--- src/rtl/rfile_wbq.sv ---
// Register-file write-back queue: buffers execute-unit results, drains them in FIFO order
// through a registered write port, and forwards the youngest pending data to operand reads.
module rfile_wbq #(
    parameter int unsigned DEPTH = 4,
    parameter int unsigned ADR_W = 4,
    parameter int unsigned DAT_W = 16
) (
    input  logic                       clk,
    input  logic                       rst,
    input  logic                       in_valid,
    output logic                       in_ready,
    input  logic [ADR_W-1:0]           in_adr,
    input  logic [DAT_W-1:0]           in_dat,
    input  logic                       wb_hold,
    output logic                       rfile_we,
    output logic [ADR_W-1:0]           cadr,
    output logic [DAT_W-1:0]           c,
    input  logic [ADR_W-1:0]           aadr,
    input  logic [ADR_W-1:0]           badr,
    output logic                       a_hit,
    output logic                       b_hit,
    output logic [DAT_W-1:0]           a_fwd,
    output logic [DAT_W-1:0]           b_fwd,
    output logic [$clog2(DEPTH):0]     pending
);

    localparam int unsigned PTR_W = $clog2(DEPTH);
    localparam int unsigned CNT_W = PTR_W + 1;
    localparam logic [CNT_W-1:0] FULL_CNT = CNT_W'(DEPTH);

    logic [ADR_W-1:0] adr_q [DEPTH];
    logic [ADR_W-1:0] adr_d [DEPTH];
    logic [DAT_W-1:0] dat_q [DEPTH];
    logic [DAT_W-1:0] dat_d [DEPTH];
    logic [PTR_W-1:0] head_q, head_d;
    logic [PTR_W-1:0] tail_q, tail_d;
    logic [CNT_W-1:0] cnt_q, cnt_d;
    logic             we_q, we_d;
    logic [ADR_W-1:0] cadr_q, cadr_d;
    logic [DAT_W-1:0] c_q, c_d;

    logic push, pop;

    // Full is judged on the pre-edge count, so a same-cycle pop never frees a slot.
    assign in_ready = (cnt_q < FULL_CNT) && !rst;
    assign push     = in_valid && in_ready;
    assign pop      = (cnt_q != '0) && !wb_hold;

    assign rfile_we = we_q;
    assign cadr     = cadr_q;
    assign c        = c_q;
    assign pending  = cnt_q;

    always_comb begin
        adr_d  = adr_q;
        dat_d  = dat_q;
        head_d = head_q;
        tail_d = tail_q;
        cnt_d  = cnt_q;
        we_d   = 1'b0;
        cadr_d = cadr_q;
        c_d    = c_q;

        if (push) begin
            adr_d[tail_q] = in_adr;
            dat_d[tail_q] = in_dat;
            tail_d        = tail_q + 1'b1;
        end
        if (pop) begin
            we_d   = 1'b1;
            cadr_d = adr_q[head_q];
            c_d    = dat_q[head_q];
            head_d = head_q + 1'b1;
        end

        if (push && !pop) begin
            cnt_d = cnt_q + 1'b1;
        end else if (pop && !push) begin
            cnt_d = cnt_q - 1'b1;
        end
    end

    // Entry storage needs no reset: validity comes from the count.
    always_ff @(posedge clk) begin
        adr_q <= adr_d;
        dat_q <= dat_d;
    end

    always_ff @(posedge clk) begin
        if (rst) begin
            head_q <= '0;
            tail_q <= '0;
            cnt_q  <= '0;
            we_q   <= 1'b0;
            cadr_q <= '0;
            c_q    <= '0;
        end else begin
            head_q <= head_d;
            tail_q <= tail_d;
            cnt_q  <= cnt_d;
            we_q   <= we_d;
            cadr_q <= cadr_d;
            c_q    <= c_d;
        end
    end

    // Scan output stage first, then entries oldest to newest, so the last match is the youngest.
    logic [PTR_W-1:0] idx;

    always_comb begin
        a_hit = 1'b0;
        b_hit = 1'b0;
        a_fwd = '0;
        b_fwd = '0;
        idx   = '0;

        if (we_q && (cadr_q == aadr)) begin
            a_hit = 1'b1;
            a_fwd = c_q;
        end
        if (we_q && (cadr_q == badr)) begin
            b_hit = 1'b1;
            b_fwd = c_q;
        end

        for (int i = 0; i < DEPTH; i++) begin
            idx = head_q + PTR_W'(i);
            if (CNT_W'(i) < cnt_q) begin
                if (adr_q[idx] == aadr) begin
                    a_hit = 1'b1;
                    a_fwd = dat_q[idx];
                end
                if (adr_q[idx] == badr) begin
                    b_hit = 1'b1;
                    b_fwd = dat_q[idx];
                end
            end
        end
    end

endmodule

--- config.mk ---
export PLATFORM = sky130hd
export DESIGN_NAME = rfile_wbq
export DESIGN_NICKNAME = d
export VERILOG_FILES = /design/src/rtl/rfile_wbq.sv
export SDC_FILE = /design/constraint.sdc
export NUM_CORES = 1
export LEC_CHECK = 0
export BUFFER_PORTS_ARGS = -buffer_cell sky130_fd_sc_hd__buf_2
export CAP_MARGIN = 40
export CORE_MARGIN = 2
export CORE_UTILIZATION = 50
export CTS_CLUSTER_SIZE = 28
export DETAILED_ROUTE_END_ITERATION = 7
export MAX_ROUTING_LAYER = met4
export PLACE_DENSITY_LB_ADDON = 0.15
export SETUP_SLACK_MARGIN = 0.5
export SYNTH_ARGS = -nofsm -noshare
export SYNTH_HDL_FRONTEND = slang
export SYNTH_SLANG_ARGS = --single-unit
--- constraint.sdc ---
create_clock -name clk -period 3 [get_ports clk]
set_input_delay 0.6 -clock clk [delete_from_list [all_inputs] [get_ports clk]]
set_output_delay 0.6 -clock clk [all_outputs]
set_load 0.05 [all_outputs]
==> out/metrics.json, run 1 <==
{
  "seq_area_frac_synth": {"value": 41.3, "unit": "%"},
  "grt_overflow_total": {"value": 0},
  "worst_hold_path_type": {"value": "input port to flip-flop"},
  "placed_cells": {"value": 944},
  "worst_ir_drop_vdd": {"value": 0.000362, "unit": "V"},
  "period_minus_slack": {"value": 3.47, "unit": "ns"},
  "clock_tree.htree_level_count": {"value": 3},
  "layoutNonFillerInstCount": {"value": 973},
  "achievable-frequency": {"value": 288, "unit": "MHz"},
  "boundaryPins": {"value": 91},
  "post_route_cells_drive_above_1_share": {"value": 48.5, "unit": "%"},
  "postLayoutSetupSlackWorst": {"value": -0.471, "unit": "ns"},
  "vias_per_cell": {"value": 6.25},
  "power-per-cell-area": {"value": 783, "unit": "mW/mm²"},
  "die_h": {"value": 124, "unit": "µm"},
  "synth.top_cells.by_area": {"value": "sky130_fd_sc_hd__edfxtp_1 (33%), sky130_fd_sc_hd__mux4_2 (14%), sky130_fd_sc_hd__dfxtp_1 (7.8%)"},
  "cts_hold_buffers": {"value": 0},
  "critPathArrivalTime": {"value": 2.87, "unit": "ns"},
  "fin_worst_skew": {"value": 0.0122, "unit": "ns"},
  "final_max_slew_viols": {"value": 0},
  "cpLargestDelayFamily": {"value": "compound AO/OA/AOI/OAI gates"},
  "critPathBufInv": {"value": 3},
  "netlist.area_leader.share": {"value": 33.5, "unit": "%"},
  "detail_route.wl_per_cell": {"value": 21.9, "unit": "µm"},
  "initial_utilization": {"value": 51.5, "unit": "%"},
  "routabilityCongestion": {"value": 0.924},
  "fin_worst_hold_slack": {"value": 0.450, "unit": "ns"},
  "post_synth.cell_area_avg": {"value": 11.2, "unit": "µm²"},
  "syn-cell-area": {"value": 0.00717, "unit": "mm²"},
  "crit_end_element": {"value": "output pin"},
  "hold_violations": {"value": 0},
  "fp.dieW": {"value": 124, "unit": "µm"},
  "grt_pass1_vias": {"value": 5781},
  "final.setup.tns": {"value": -14.77, "unit": "ns"},
  "drt-total-wl": {"value": 21300, "unit": "µm"},
  "min_period_over_period": {"value": 116, "unit": "%"},
  "tritoncts": {"value": "built"},
  "antenna_violating_nets_post_route": {"value": 0},
  "area_overhead_of_the_layout_relative_to_synthesis": {"value": 39.2, "unit": "%"},
  "initial_antenna_violation_count": {"value": 0},
  "timing_worst_slew_pin_value": {"value": 0.710, "unit": "ns"},
  "number_of_synthesized_register_bits": {"value": 108},
  "numCtsBuffers": {"value": 9},
  "route.detailed.drc": {"value": 0},
  "setup_violations": {"value": 34},
  "cts.sink_count": {"value": 108},
  "crit_chain": {"value": "buf_4 -> mux4_2 -> xor2_1 -> nor4_4 -> a21oi_2 -> buf_12 -> a221oi_4 -> o221ai_2 -> buf_6"},
  "pin_count_of_the_biggest_net_entering_global_routing": {"value": 54},
  "clock_latency": {"value": 0.36, "unit": "ns"},
  "vias": {"value": 6080},
  "status": {"value": "finished with violations"},
  "rsz0062_at_grt": {"value": "yes"},
  "die_ar": {"value": 0.0153, "unit": "mm²"},
  "track_usage": {"value": 29.0, "unit": "%"},
  "postSynthCellCount": {"value": 639},
  "finish.net_count": {"value": 828},
  "drt_first_pass_iters": {"value": 5},
  "synth.largest_area_cell": {"value": "sky130_fd_sc_hd__edfxtp_1"},
  "drtIter0Drc": {"value": 665},
  "required": {"value": 2.40, "unit": "ns"},
  "slew_headroom": {"value": 52.6, "unit": "%"},
  "hpwlAfterDp": {"value": 15100, "unit": "µm"},
  "antenna-diode-count": {"value": 0},
  "place.port_buffers": {"value": 90},
  "worstSetupPathType": {"value": "flip-flop to output pin"},
  "placeableCoreArea": {"value": 0.0139, "unit": "mm²"},
  "cpMaxStageDelayCell": {"value": "sky130_fd_sc_hd__mux4_2"},
  "clock_tree.buffer_depth": {"value": 2},
  "maxCapViolCount": {"value": 0},
  "violated_checks": {"value": "negative setup slack"},
  "synthesis.nets": {"value": 679},
  "yosysWarningCount": {"value": 0},
  "path_max_fanout": {"value": 16},
  "worstSetupStartpointType": {"value": "flip-flop"},
  "first_pass_grt_wire_length": {"value": 32200, "unit": "µm"},
  "placementRows": {"value": 43},
  "clock_pin_slew_of_the_registers_on_the_worst_case_setup_and_hold_paths": {"value": 0.08, "unit": "ns"},
  "cp_slowest_stage_delay": {"value": 0.56, "unit": "ns"},
  "clock-root-buffer": {"value": "sky130_fd_sc_hd__clkbuf_16"},
  "leakagePower": {"value": 3.49, "unit": "nW"},
  "synth.distinct_cells": {"value": 42}
}
## cells in the final DEF (no fill, tap or decap), types with 14 or more instances in the layout
| cell type | n |
|---|---|
| sky130_fd_sc_hd__buf_2 | 56 |
| sky130_fd_sc_hd__mux2_2 | 16 |
| sky130_fd_sc_hd__buf_12 | 14 |
| sky130_fd_sc_hd__a221oi_2 | 15 |
| sky130_fd_sc_hd__nand2_1 | 65 |
| sky130_fd_sc_hd__o21ai_0 | 20 |
| sky130_fd_sc_hd__a21oi_1 | 49 |
| sky130_fd_sc_hd__nor2_1 | 46 |
| sky130_fd_sc_hd__edfxtp_1 | 80 |
| sky130_fd_sc_hd__a221oi_4 | 16 |
| sky130_fd_sc_hd__nand3_1 | 15 |
| sky130_fd_sc_hd__dfxtp_1 | 24 |
| sky130_fd_sc_hd__xnor2_1 | 22 |
| sky130_fd_sc_hd__mux2i_1 | 22 |
| sky130_fd_sc_hd__buf_6 | 38 |
| sky130_fd_sc_hd__o31ai_4 | 16 |
| sky130_fd_sc_hd__mux4_2 | 48 |
| sky130_fd_sc_hd__buf_4 | 88 |
| sky130_fd_sc_hd__xor2_1 | 18 |
## kinds of logic after synthesis
group                    after synthesis  synth area share [%]
AO/OA/AOI/OAI                        155                  15.9
XOR/XNOR                              43                  5.25
adder cells (fa/ha/maj)                8                  1.40
buffers and inverters                 69                  4.73
flip-flops                           108                  41.3
multiplexers                          86                  20.9
AND/OR/NAND/NOR                      170                  10.6
## worst reg2reg max path: stages, from the launching register on
cell                      delay (ns)
sky130_fd_sc_hd__dfxtp_4        0.45
sky130_fd_sc_hd__buf_4          0.24
sky130_fd_sc_hd__buf_12         0.29
sky130_fd_sc_hd__inv_1          0.13
sky130_fd_sc_hd__buf_12         0.19
sky130_fd_sc_hd__a21oi_1        0.58
sky130_fd_sc_hd__buf_4          0.22
sky130_fd_sc_hd__nand2_1        0.05
sky130_fd_sc_hd__a21oi_1        0.12
## routing by layer
metal / part of all wire, % / global-route usage, % / vias to the layer above
met5: 0 / - / -
met4: 1.3 / 6.89 / 0
met3: 7.6 / 4.30 / 26
met2: 46 / 42.0 / 264
met1: 46 / 43.3 / 3018
li1: - / - / 2772
## registers in the layout, indices dropped and copies added (netlist names)
signal,cells
cadr,4
dat_q,64
adr_q,16
c,16
pending,3
rfile_we,1
tail_q,2
head_q,2
## what timing repair did
item | 4_1_cts | 5_1_grt
pin swaps | 18 | 12
gates cloned | 2 | 2
endpoints found under the setup margin | 34 | 35
setup buffers | 9 | 0
gates resized for setup | 116 | 17
## synth_stat cells
cell type	count
sky130_fd_sc_hd__or2_1	1
sky130_fd_sc_hd__buf_8	1
sky130_fd_sc_hd__o21ai_0	21
sky130_fd_sc_hd__nand2b_1	2
sky130_fd_sc_hd__o31ai_1	17
sky130_fd_sc_hd__and3_1	5
sky130_fd_sc_hd__nand3_1	17
sky130_fd_sc_hd__buf_2	14
sky130_fd_sc_hd__mux4_1	4
sky130_fd_sc_hd__o221ai_2	7
sky130_fd_sc_hd__inv_1	7
sky130_fd_sc_hd__buf_6	3
sky130_fd_sc_hd__xor2_1	21
sky130_fd_sc_hd__buf_12	1
sky130_fd_sc_hd__or3_1	1
sky130_fd_sc_hd__clkbuf_1	35
sky130_fd_sc_hd__nand2_1	67
sky130_fd_sc_hd__clkbuf_2	1
sky130_fd_sc_hd__a21oi_1	54
sky130_fd_sc_hd__or4_1	1
sky130_fd_sc_hd__ha_1	8
sky130_fd_sc_hd__nor2_1	58
sky130_fd_sc_hd__dfxtp_1	28
sky130_fd_sc_hd__nor4_1	1
sky130_fd_sc_hd__o221ai_1	9
sky130_fd_sc_hd__a22oi_1	13
sky130_fd_sc_hd__a221oi_1	23
sky130_fd_sc_hd__buf_1	4
sky130_fd_sc_hd__xnor2_1	22
sky130_fd_sc_hd__nand3b_1	1
sky130_fd_sc_hd__and2_1	3
sky130_fd_sc_hd__edfxtp_1	80
sky130_fd_sc_hd__nand4_1	1
sky130_fd_sc_hd__mux2_2	16
sky130_fd_sc_hd__nor3_1	7
sky130_fd_sc_hd__mux4_2	44
sky130_fd_sc_hd__a21oi_2	2
sky130_fd_sc_hd__mux2i_1	22
sky130_fd_sc_hd__and4_1	3
sky130_fd_sc_hd__nor4_4	2
sky130_fd_sc_hd__buf_4	3
sky130_fd_sc_hd__a221oi_2	9
## power by group
| group | internal [W] | switching (W) | leakage [nW] |
|---|---|---|---|
| sequential | 0.00178 | 0.000229 | 0.957 |
| clock | 0.000662 | 0.000604 | 0.149 |
| combinational | 0.00185 | 0.00270 | 2.39 |
| total | 0.00429 | 0.00353 | 3.49 |
## cell type report
cell class	count	area [µm²]
fill	954	3950
multi-input combinational	462	4730
clock inverter	7	85.1
tap	180	225
sequential	108	2970
clock buffer	9	225
inverter	7	30.0
timing repair inverter	1	5.00
timing repair buffer	199	1720
## metrics by stage
stage / setup WS [ns] / total power, W / cell area (µm²) / util [%]
after detailed placement: -0.228 / 0.00604 / 8980 / 64.4
final: -0.471 / 0.00782 / 9990 / 71.7
after CTS: -0.439 / 0.00766 / 9850 / 70.7
after floorplan: -0.160 / 0.00495 / 7780 / -
after global placement: -0.172 / 0.00594 / 8980 / 64.4
after global routing: -0.578 / 0.00817 / 9990 / 71.7
## path summary, 6_finish.rpt
path | startpoint | endpoint | slack, ns | cells after the start
worst max register to register | head_q[1] | c[13] | 0.68 | 8
worst max-delay path | head_q[0] | a_fwd[7] | -0.47 | 9
worst min register to register | cadr[1] | cadr[1] | 0.51 | 2
worst min-delay path | in_dat[11] | dat_q[43] | 0.45 | 1
No activity file was read; power rests on OpenSTA's default activity.
==> run 2: changes to the inputs <==
CORE_MARGIN = 10   (was 2)
CORE_UTILIZATION = 45   (was 50)
==> run 2 against run 1 <==
  * The run still ends with negative setup slack left
  * Non-clock buffer count grew 14
  * Sequential share of layout area fell by 0.65 points
  * Routed wire length increased by 4.6%
  * Die area up 40%
  * Fmax down 0.54%
  * Core utilization down 6.9 points
  * Sequential power barely moved
  * Register-to-register slack about the same
  * Largest cell class unchanged
==> out/metrics.json, run 2 (same netlist as run 1, synthesis figures left out) <==
{
  "maxCapViolCount": {"value": 0},
  "detailedPlace.worstSlack": {"value": -0.339, "unit": "ns"},
  "area_overhead_of_the_layout_relative_to_synthesis": {"value": 42.4, "unit": "%"},
  "numCtsBuffers": {"value": 9},
  "layoutNonFillerInstCount": {"value": 1023},
  "clock_share_of_power": {"value": 14.8, "unit": "%"},
  "p_total": {"value": 0.00792, "unit": "W"},
  "antenna-diode-count": {"value": 0},
  "vias": {"value": 5923},
  "fin_worst_skew": {"value": 0.0106, "unit": "ns"},
  "crit_chain": {"value": "buf_4 -> mux4_2 -> xor2_2 -> nor3_2 -> buf_4 -> a21oi_4 -> clkbuf_16 -> a221oi_4 -> o31ai_4 -> buf_6"},
  "largest_reg_flops": {"value": 64},
  "detail_route.wl_per_cell": {"value": 21.8, "unit": "µm"},
  "boundaryPins": {"value": 91},
  "worst_hold_path_type": {"value": "input port to flip-flop"},
  "violated_checks": {"value": "negative setup slack"},
  "hold_violations": {"value": 0},
  "pwr-share-comb": {"value": 60.0, "unit": "%"},
  "path_max_fanout": {"value": 8},
  "achievable-frequency": {"value": 287, "unit": "MHz"},
  "worstSetupPathType": {"value": "flip-flop to output pin"},
  "most_flop_heavy_register": {"value": "dat_q"},
  "rsz0062_at_grt": {"value": "yes"},
  "timing_worst_slew_pin_value": {"value": 0.786, "unit": "ns"},
  "postPlaceCellArea": {"value": 0.00905, "unit": "mm²"},
  "clock-root-buffer": {"value": "sky130_fd_sc_hd__clkbuf_16"},
  "grt_overflow_total": {"value": 0},
  "final_max_slew_viols": {"value": 0},
  "critPathArrivalTime": {"value": 2.89, "unit": "ns"},
  "die_ar": {"value": 0.0214, "unit": "mm²"},
  "postLayoutSetupSlackWorst": {"value": -0.490, "unit": "ns"},
  "hpwlAfterDp": {"value": 16300, "unit": "µm"},
  "cts.sink_count": {"value": 108},
  "drt_first_pass_iters": {"value": 5},
  "crit_end_element": {"value": "output pin"},
  "post_route_cells_drive_above_1_share": {"value": 48.8, "unit": "%"},
  "antenna_violating_nets_post_route": {"value": 0},
  "fp.dieW": {"value": 146, "unit": "µm"},
  "route.detailed.drc": {"value": 0},
  "status": {"value": "finished with violations"},
  "die_h": {"value": 146, "unit": "µm"},
  "setup_violations": {"value": 34},
  "routabilityCongestion": {"value": 0.889},
  "min_period_over_period": {"value": 116, "unit": "%"},
  "initial_antenna_violation_count": {"value": 0},
  "grt_pass1_vias": {"value": 5793},
  "cell_with_the_most_instances_on_the_worst_path": {"value": "sky130_fd_sc_hd__buf_4"},
  "tritoncts": {"value": "built"},
  "power-per-cell-area": {"value": 776, "unit": "mW/mm²"},
  "clock_tree.htree_level_count": {"value": 3},
  "worst_ir_drop_vdd": {"value": 0.000446, "unit": "V"},
  "pin_count_of_the_biggest_net_entering_global_routing": {"value": 34},
  "worstSetupStartpointType": {"value": "flip-flop"},
  "finish.net_count": {"value": 842},
  "slew_headroom": {"value": 47.6, "unit": "%"},
  "post-route-cell-area": {"value": 0.0102, "unit": "mm²"},
  "placementRows": {"value": 46},
  "clock_tree.buffer_depth": {"value": 2},
  "required": {"value": 2.40, "unit": "ns"},
  "clock_latency": {"value": 0.36, "unit": "ns"},
  "first_pass_grt_wire_length": {"value": 34700, "unit": "µm"},
  "final_cell_mix": {"value": "sky130_fd_sc_hd__buf_4 (102), sky130_fd_sc_hd__edfxtp_1 (80), sky130_fd_sc_hd__nand2_1 (65)"},
  "placeableCoreArea": {"value": 0.0158, "unit": "mm²"},
  "power.net_switching": {"value": 0.00358, "unit": "W"},
  "drt-total-wl": {"value": 22300, "unit": "µm"},
  "mostFrequentLayoutCell": {"value": "sky130_fd_sc_hd__buf_4"},
  "initial_utilization": {"value": 45.5, "unit": "%"},
  "cpMaxStageDelayCell": {"value": "sky130_fd_sc_hd__mux4_2"},
  "vias_per_cell": {"value": 5.79},
  "drtIter0Drc": {"value": 507},
  "leakagePower": {"value": 3.56, "unit": "nW"},
  "place.port_buffers": {"value": 90},
  "proportion_of_power_drawn_by_flip_flops_and_latches": {"value": 25.1, "unit": "%"},
  "placed_cells": {"value": 986},
  "clock_pin_slew_of_the_registers_on_the_worst_case_setup_and_hold_paths": {"value": 0.08, "unit": "ns"},
  "period_minus_slack": {"value": 3.49, "unit": "ns"},
  "internal-power": {"value": 0.00434, "unit": "W"},
  "track_usage": {"value": 20.9, "unit": "%"},
  "sw_frac_of_total": {"value": 45.2, "unit": "%"},
  "cp_slowest_stage_delay": {"value": 0.58, "unit": "ns"}
}
[run 2: cell types whose count changed in the layout (fill, tap and decap cells not counted), moves of 4 or more]
| cell | delta |
|---|---|
| sky130_fd_sc_hd__a221oi_1 | +6 |
| sky130_fd_sc_hd__a221oi_2 | -11 |
| sky130_fd_sc_hd__nor2_1 | +5 |
| sky130_fd_sc_hd__a22oi_1 | -4 |
| sky130_fd_sc_hd__buf_4 | +14 |
| sky130_fd_sc_hd__nor2_2 | -6 |
| sky130_fd_sc_hd__a22oi_2 | +4 |
| sky130_fd_sc_hd__a221oi_4 | +5 |
[run 2: critical path: cells and delay by family, from the launching register on]
| kind | cells | cell delay, ns |
|---|---|---|
| muxes | 1 | 0.58 |
| xor gates and xnor gates | 1 | 0.17 |
| AOI/OAI and AO/OA | 3 | 0.60 |
| buffers and inverters | 4 | 0.70 |
| DFF | 1 | 0.41 |
| and+or+nand+nor | 1 | 0.05 |
[run 2: what timing repair did]
action / 4_1_cts / 5_1_grt
cloned: 3 / 3
pin swaps: 9 / 10
resized for setup: 118 / 15
endpoints found under the setup margin: 34 / 34
setup buffers: 15 / 0
hold buffers: 0 / 0
[run 2: layout make-up]
type	count	area (µm²)
clock buffer	9	225
fill	1233	5560
clock inverter	7	71.3
inverter	7	26.3
tap	216	270
timing repair buffer	213	1850
multi-input combinational	463	4800
sequential	108	2970
[run 2: per-stage QoR]
stage | hold WS, ns | TNS [ns] | utilization [%]
2_1_floorplan | 0.508 | -3.98 | -
3_3_place_gp | 0.484 | -7.00 | 57.4
3_5_place_dp | 0.491 | -7.43 | 57.4
4_1_cts | 0.441 | -14.79 | 63.7
5_1_grt | 0.443 | -18.80 | 64.8
6_report | 0.449 | -15.03 | 64.8
[run 2: path summary, 6_finish.rpt]
check	endpoint	depth (start not counted)	startpoint	slack, ns
max	b_fwd[9]	10	head_q[0]	-0.49
min	dat_q[60]	1	in_dat[12]	0.45
max reg2reg	pending[2]	7	pending[0]	0.68
min reg2reg	cadr[1]	2	cadr[1]	0.53
[run 2: metal layers]
metal	global-route usage [%]	up-vias	routed length, µm
li1	-	2802	-
met1	30.8	2913	10600
met2	29.8	202	9960
met3	4.05	6	1580
met4	3.20	0	104
met5	-	-	0
[run 2: power groups by stage]
stage	registers [W]	clock network [W]	logic, W
floorplan	0.00225	0	0.00270
global placement	0.00200	0	0.00406
detailed placement	0.00202	0	0.00411
CTS	0.00198	0.00120	0.00464
global route	0.00202	0.00127	0.00503
finish	0.00199	0.00118	0.00475
